$ cat src/rtl/pipeline_controller_pkg.sv
// Shared types and constants for the pipeline stall/flush sequencer.
package pipeline_controller_pkg;

  typedef struct packed {
    logic stall;
    logic flush;
  } control;

  typedef enum logic [1:0] {
    PC_SEQ    = 2'd0,
    PC_BRANCH = 2'd1,
    PC_TRAP   = 2'd2,
    PC_MRET   = 2'd3
  } pcSelect_;

  typedef enum logic [1:0] {
    RUN   = 2'd0,
    DRAIN = 2'd1,
    TRAP  = 2'd2
  } pipeCtlState_;

  localparam logic [31:0] CAUSE_ILLEGAL = 32'd2;
  localparam logic [31:0] CAUSE_MEI     = 32'h8000000B;

  localparam control CTL_NONE  = '{stall: 1'b0, flush: 1'b0};
  localparam control CTL_FLUSH = '{stall: 1'b0, flush: 1'b1};

endpackage

$ cat src/rtl/pipeline_controller_drain_timer.sv
// Counts cycles spent in DRAIN and flags expiry at DRAIN_TIMEOUT-1.
module drain_timer #(
  parameter int unsigned DRAIN_TIMEOUT = 64
) (
  input  logic clock,
  input  logic reset,
  input  logic count_en_i,
  input  logic clear_i,
  output logic expired_o
);

  localparam int unsigned CW = $clog2(DRAIN_TIMEOUT + 1);

  logic [CW-1:0] drainCount_q, drainCount_d;

  always_comb begin
    drainCount_d = drainCount_q;
    if (clear_i)         drainCount_d = '0;
    else if (count_en_i) drainCount_d = drainCount_q + 1'b1;
  end

  always_ff @(posedge clock) begin
    if (!reset) drainCount_q <= '0;
    else        drainCount_q <= drainCount_d;
  end

  assign expired_o = (drainCount_q == CW'(DRAIN_TIMEOUT - 1));

endmodule

$ cat src/rtl/pipeline_controller.sv
// Stall/flush sequencer: redirect arbitration, trap/MRET sequencing and DRAIN timeout.
// Optional feature macro: PIPECTL_INTERRUPT_EN enables the external interrupt trap path.
module pipeline_controller
  import pipeline_controller_pkg::*;
#(
  parameter int unsigned DRAIN_TIMEOUT = 64
) (
  input  logic        clock,
  input  logic        reset,
  input  logic        loadUseHazard,
  input  logic        branchValid,
  input  logic        mretSignal,
  input  logic        commitIllegal,
  input  logic [31:0] commitPC,
  input  logic        interrupt,
  input  logic        interruptEnabled,
  input  logic        imemReady,
  input  logic        dmemBusy,
  output control      fetchDecodeControl,
  output control      decodeExecuteControl,
  output control      executeMemoryControl,
  output control      memoryWritebackControl,
  output pcSelect_    pcSelect,
  output logic        redirectValid,
  output logic        trapCommit,
  output logic [31:0] trapCause,
  output logic [31:0] trapEPC,
  output logic        drainTimeout
);

  pipeCtlState_ state_q, state_d;
  logic         redirectHeld_q, redirectHeld_d;
  logic [31:0]  cause_q, cause_d;
  logic [31:0]  epc_q, epc_d;
  logic         timeout_q, timeout_d;
  logic         irq, trapReq, cntEn, cntClr, expired;

`ifdef PIPECTL_INTERRUPT_EN
  assign irq = interrupt & interruptEnabled;
`else
  logic unused_irq;
  assign unused_irq = interrupt ^ interruptEnabled;
  assign irq        = 1'b0;
`endif

  assign trapReq = commitIllegal | irq;

  drain_timer #(.DRAIN_TIMEOUT(DRAIN_TIMEOUT)) u_drain_timer (
    .clock      (clock),
    .reset      (reset),
    .count_en_i (cntEn),
    .clear_i    (cntClr),
    .expired_o  (expired)
  );

  always_comb begin
    state_d                = state_q;
    redirectHeld_d         = redirectHeld_q;
    cause_d                = cause_q;
    epc_d                  = epc_q;
    timeout_d              = timeout_q;
    fetchDecodeControl     = CTL_NONE;
    decodeExecuteControl   = CTL_NONE;
    executeMemoryControl   = CTL_NONE;
    memoryWritebackControl = CTL_NONE;
    pcSelect               = PC_SEQ;
    redirectValid          = 1'b0;
    trapCommit             = 1'b0;
    cntEn                  = 1'b0;
    cntClr                 = 1'b0;

    unique case (state_q)
      RUN: begin
        if (trapReq) begin
          cause_d                = commitIllegal ? CAUSE_ILLEGAL : CAUSE_MEI;
          epc_d                  = commitPC;
          fetchDecodeControl     = CTL_FLUSH;
          decodeExecuteControl   = CTL_FLUSH;
          executeMemoryControl   = CTL_FLUSH;
          memoryWritebackControl = CTL_FLUSH;
          redirectHeld_d         = 1'b0;
          state_d                = dmemBusy ? DRAIN : TRAP;
        end else begin
          // Redirects combine with the stall logic below; flush still wins per stage.
          if (mretSignal) begin
            pcSelect                   = PC_MRET;
            redirectValid              = 1'b1;
            fetchDecodeControl.flush   = 1'b1;
            decodeExecuteControl.flush = 1'b1;
          end else if (branchValid && !redirectHeld_q) begin
            pcSelect                   = PC_BRANCH;
            redirectValid              = 1'b1;
            fetchDecodeControl.flush   = 1'b1;
            decodeExecuteControl.flush = 1'b1;
          end
          if (dmemBusy) begin
            fetchDecodeControl.stall     = 1'b1;
            decodeExecuteControl.stall   = 1'b1;
            executeMemoryControl.stall   = 1'b1;
            memoryWritebackControl.flush = 1'b1;
            redirectHeld_d = redirectHeld_q | (pcSelect == PC_BRANCH);
          end else begin
            redirectHeld_d = 1'b0;
            if (loadUseHazard) begin
              fetchDecodeControl.stall   = 1'b1;
              decodeExecuteControl.flush = 1'b1;
            end else if (!imemReady) begin
              fetchDecodeControl.flush = 1'b1;
            end
          end
        end
      end
      DRAIN: begin
        fetchDecodeControl     = CTL_FLUSH;
        decodeExecuteControl   = CTL_FLUSH;
        executeMemoryControl   = CTL_FLUSH;
        memoryWritebackControl = CTL_FLUSH;
        redirectHeld_d         = 1'b0;
        cntEn                  = 1'b1;
        if (expired)              timeout_d = 1'b1;
        if (!dmemBusy || expired) state_d   = TRAP;
      end
      TRAP: begin
        pcSelect             = PC_TRAP;
        redirectValid        = 1'b1;
        trapCommit           = 1'b1;
        fetchDecodeControl   = CTL_FLUSH;
        decodeExecuteControl = CTL_FLUSH;
        executeMemoryControl = CTL_FLUSH;
        redirectHeld_d       = 1'b0;
        cntClr               = 1'b1;
        state_d              = RUN;
      end
      default: state_d = RUN;
    endcase

    if (!reset) begin
      fetchDecodeControl     = CTL_FLUSH;
      decodeExecuteControl   = CTL_FLUSH;
      executeMemoryControl   = CTL_FLUSH;
      memoryWritebackControl = CTL_FLUSH;
      pcSelect               = PC_SEQ;
      redirectValid          = 1'b0;
      trapCommit             = 1'b0;
    end
  end

  always_ff @(posedge clock) begin
    if (!reset) begin
      state_q        <= RUN;
      redirectHeld_q <= 1'b0;
      cause_q        <= '0;
      epc_q          <= '0;
      timeout_q      <= 1'b0;
    end else begin
      state_q        <= state_d;
      redirectHeld_q <= redirectHeld_d;
      cause_q        <= cause_d;
      epc_q          <= epc_d;
      timeout_q      <= timeout_d;
    end
  end

  assign trapCause    = cause_q;
  assign trapEPC      = epc_q;
  assign drainTimeout = timeout_q;

endmodule

$ cat config.mk
export PLATFORM = sky130hd
export DESIGN_NAME = pipeline_controller
export DESIGN_NICKNAME = d
export VERILOG_FILES = /design/src/rtl/pipeline_controller_pkg.sv /design/src/rtl/pipeline_controller_drain_timer.sv /design/src/rtl/pipeline_controller.sv
export SDC_FILE = /design/constraint.sdc
export NUM_CORES = 1
export LEC_CHECK = 0
export ABC_AREA = 1
export CORE_ASPECT_RATIO = 2
export CORE_MARGIN = 3
export CORE_UTILIZATION = 41
export CTS_CLUSTER_SIZE = 14
export DETAILED_ROUTE_END_ITERATION = 12
export PLACE_DENSITY = 0.89
export SLEW_MARGIN = 10
export SYNTH_ARGS = -nofsm -noshare
export SYNTH_HDL_FRONTEND = slang
export SYNTH_SLANG_ARGS = --single-unit
$ cat constraint.sdc
create_clock -name clock -period 3.84 [get_ports clock]
set_input_delay 0.384 -clock clock [delete_from_list [all_inputs] [get_ports clock]]
set_output_delay 0.384 -clock clock [all_outputs]
set_load 0.01 [all_outputs]
==> results.sh <==
export IMPL_place_congestion=0.9655
export IMPL_fp_dieW_um=56.36
export IMPL_final_cells=422
export IMPL_worst_path_max_fanout=34
export IMPL_final_nets=411
export IMPL_cts_root_buffer="clkbuf_8"
export IMPL_synth_simple_area_share=0.2196
export IMPL_cts_max_path_buffers=2
export IMPL_min_from="redirectHeld_q"
export IMPL_fin_skew_ps=13.99
export IMPL_ios=119
export IMPL_syn_inst=284
export IMPL_ant_nets=0
export IMPL_cts_hold_buf=0
export IMPL_clkLatencyLatePin_ps=310
export IMPL_cellPowerDensity_nw_per_um2=461.7
export IMPL_cts_resized=0
export IMPL_worstPathRequired_ps=3460
export IMPL_final_hold_viol_count=0
export IMPL_min_to="redirectHeld_q"
export IMPL_htreeDepth=2
export IMPL_synth_fa_ha_area_frac=0.03008
export IMPL_clk_pin_slew_ps=80
export IMPL_n_antenna_cell=0
export IMPL_synth_distinct_cells=21
export IMPL_yosys_warnings=0
export IMPL_yosysTopAreaCellShare=0.4236
export IMPL_worst_path_buf_inv=3
export IMPL_finalSetupTns_ps=0
export IMPL_syn_avg_cell_area_um2=7.322
export IMPL_worst_hold_path_type="reg2reg"
export IMPL_die_area_um2=6014
export IMPL_first_pass_iters=6
export IMPL_cp_cell_sequence="inv_1 -> ha_1 -> nand2_2 -> inv_4 -> nand2_1 -> nand3_1 -> clkdlybuf4s50_1"
export IMPL_max_stage_delay_ps=540
export IMPL_synth_cell_area_um2=2079
export IMPL_place_port_buffers=84
export IMPL_cp_slowest_cell="clkdlybuf4s50_1"
export IMPL_p_leak_nw=1.255
export IMPL_path_delay_family="buffers and inverters"
export IMPL_track_usage=0.1672
export IMPL_drc=0
export IMPL_timing_hold_ws_ps=462.9
export IMPL_cts_setup_buffers=0
export IMPL_cts_made_buffers=5
export IMPL_async_flop_share=0
export IMPL_yosysMostFrequentCell="nor2_1"
export IMPL_synth_top_cell_by_area="dfxtp_1"
export IMPL_ys_flop_type="dfxtp_1"
export IMPL_cts_tree="done"
export IMPL_grt_overflow_total=0
export IMPL_die_h_um=106.7
export IMPL_synth_mux_area_frac=0
export IMPL_grt_setup_unrepaired="false"
export IMPL_finalSetupViolations=0
export IMPL_dr_first_iter_drc_count=73
export IMPL_ys_seq_elements=44
export IMPL_synth_xor_area_frac=0.004212
export IMPL_drive_gt1_frac=0.03288
export IMPL_antenna_found_initial=0
export IMPL_synth_top_family_by_area="simple AND/OR/NAND/NOR gates"
export IMPL_grt_max_degree=35
export IMPL_worstSetupEndpointType="output pin"
export IMPL_vdd_ir_drop_max_v=0.0004132
export IMPL_outcome="completed"
export IMPL_r2r_end="trapEPC[0]"
export IMPL_core_area_um2=4910
export IMPL_fin_crit_sh=0.7668
export IMPL_grt_pass1_wl_um=7948
export IMPL_yosys_top_cells_count="nor2_1, dfxtp_1, o21ai_0"
export IMPL_fin_crit_ps=2944
export IMPL_synth_edf_count=0
export IMPL_r2r_start="state_q[0]"
export IMPL_slew_headroom=0.6348
export IMPL_cts_sinks=44
export IMPL_slew_viol_final=0
export IMPL_fmaxAchievable_mhz=339.6
export IMPL_syn_to_final_growth_pct=39.29
export IMPL_min_path_cells=2
export IMPL_totalWireLength_um=4989
export IMPL_final_util=0.5900
export IMPL_synth_seq_area_share=0.4236
export IMPL_dr_total_vias=1969
export IMPL_yosys_top_cells_area="dfxtp_1, nor2_1, buf_4"
export IMPL_dp_cells=414
export IMPL_vias_per_cell=4.666
export IMPL_synth_compound_area_share=0.1258
export IMPL_rrSetupSlack_ps=2000
export IMPL_fillers=414
export IMPL_critPathLaunchType="flop"
export IMPL_finalPower_mw=1.337
export IMPL_worst_pin_slew_ps=545.8
export IMPL_dp_hpwl_um=3833
export IMPL_reg2reg_depth=6
export IMPL_wl_per_cell_um=11.82
export IMPL_worstPathArrival_ps=2560
export IMPL_max_cap_violations=0
export IMPL_floorplan_rows=36
export IMPL_path_class="reg2out"
export IMPL_start_util=0.4235
export IMPL_grt_pass1_vias=1828
==> layer usage <==
layer  vias to the layer above  wire [um]  GRT usage  share of wire
met5                         -          0          0              0
met4                         0        144    0.08829          0.029
met3                        14        453    0.05422          0.091
met2                        84       2734     0.3082           0.55
met1                       889       1658     0.1591           0.33
li1                        982          -          -              -
==> state kept, by name (all words and copies together) (netlist names) <==
name	cells
state_q	2
u_drain_timer.drainCount_q	7
drainTimeout	1
redirectHeld_q	1
trapCause	1
trapEPC	32
==> power breakdown <==
part	total, mW	switching [mW]	internal [mW]
Clock	0.309	0.163	0.146
Combinational	0.471	0.242	0.229
Sequential	0.557	0.0346	0.523
==> per-stage QoR <==
step / setup WS (ps) / area [um2]
final: 895.5 / 2897
after global routing: 684.4 / 2897
after CTS: 856.1 / 2897
after detailed placement: 984.4 / 2799
after global placement: 987.5 / 2799
after floorplan: 2174 / 2196
==> worst reg2reg max path, cell delays in order, from the launching register on <==
cell	delay, ps
dfxtp_1	390
inv_1	90
ha_1	280
nand2_2	450
inv_4	260
nor2_1	190
nor2_1	70
==> cell type report <==
| cell class | count | area, um2 | area share |
|---|---|---|---|
| flip-flops and latches | 44 | 880.8 | 0.3041 |
| repair buffers | 85 | 848.3 | 0.2929 |
| multi-input cells | 205 | 909.6 | 0.3140 |
| clock inverters | 2 | 15.01 | 0.005184 |
| inverters | 23 | 88.84 | 0.03067 |
| well taps | 57 | 71.32 | 0.02462 |
| clock buffers | 6 | 82.58 | 0.02851 |
==> layout by cell type (no fill, tap or decap) <==
cell type / netlist / routed
buf_4: 34 / 1
clkinvlp_4: 0 / 2
o21ai_0: 39 / 39
nor3b_2: 1 / 1
nand3_1: 4 / 4
clkdlybuf4s50_1: 0 / 84
xnor2_1: 1 / 1
dfxtp_1: 44 / 44
a31oi_1: 1 / 1
nor3_1: 2 / 2
nand2_1: 31 / 31
o211ai_1: 2 / 2
inv_4: 1 / 1
nand4_1: 1 / 1
nor2_1: 76 / 76
a21oi_1: 9 / 9
clkbuf_8: 0 / 6
inv_1: 22 / 22
conb_1: 1 / 32
ha_1: 5 / 5
nand2_2: 1 / 1
==> cell families after synthesis <==
| kind of cell | after synthesis |
|---|---|
| and+or+nand+nor | 116 |
| buffers and inverters | 66 |
| AOI/OAI and AO/OA | 51 |
| DFF | 44 |
| adders and majority gates | 5 |
| xor gates and xnor gates | 1 |
| other | 1 |
==> how the worst max path moves through the flow <==
stage / start / endpoint / slack [ps] / cells after the start
4_1_cts: state_q[0] / fetchDecodeControl[0] / 860 / 7
3_5_place_dp: commitIllegal / fetchDecodeControl[0] / 980 / 6
5_1_grt: state_q[0] / fetchDecodeControl[0] / 680 / 7
3_3_place_gp: commitIllegal / fetchDecodeControl[0] / 990 / 6
2_1_floorplan: state_q[0] / executeMemoryControl[1] / 2170 / 5
6_report: state_q[0] / fetchDecodeControl[0] / 900 / 7
No activity file was read; power rests on OpenSTA's default activity.
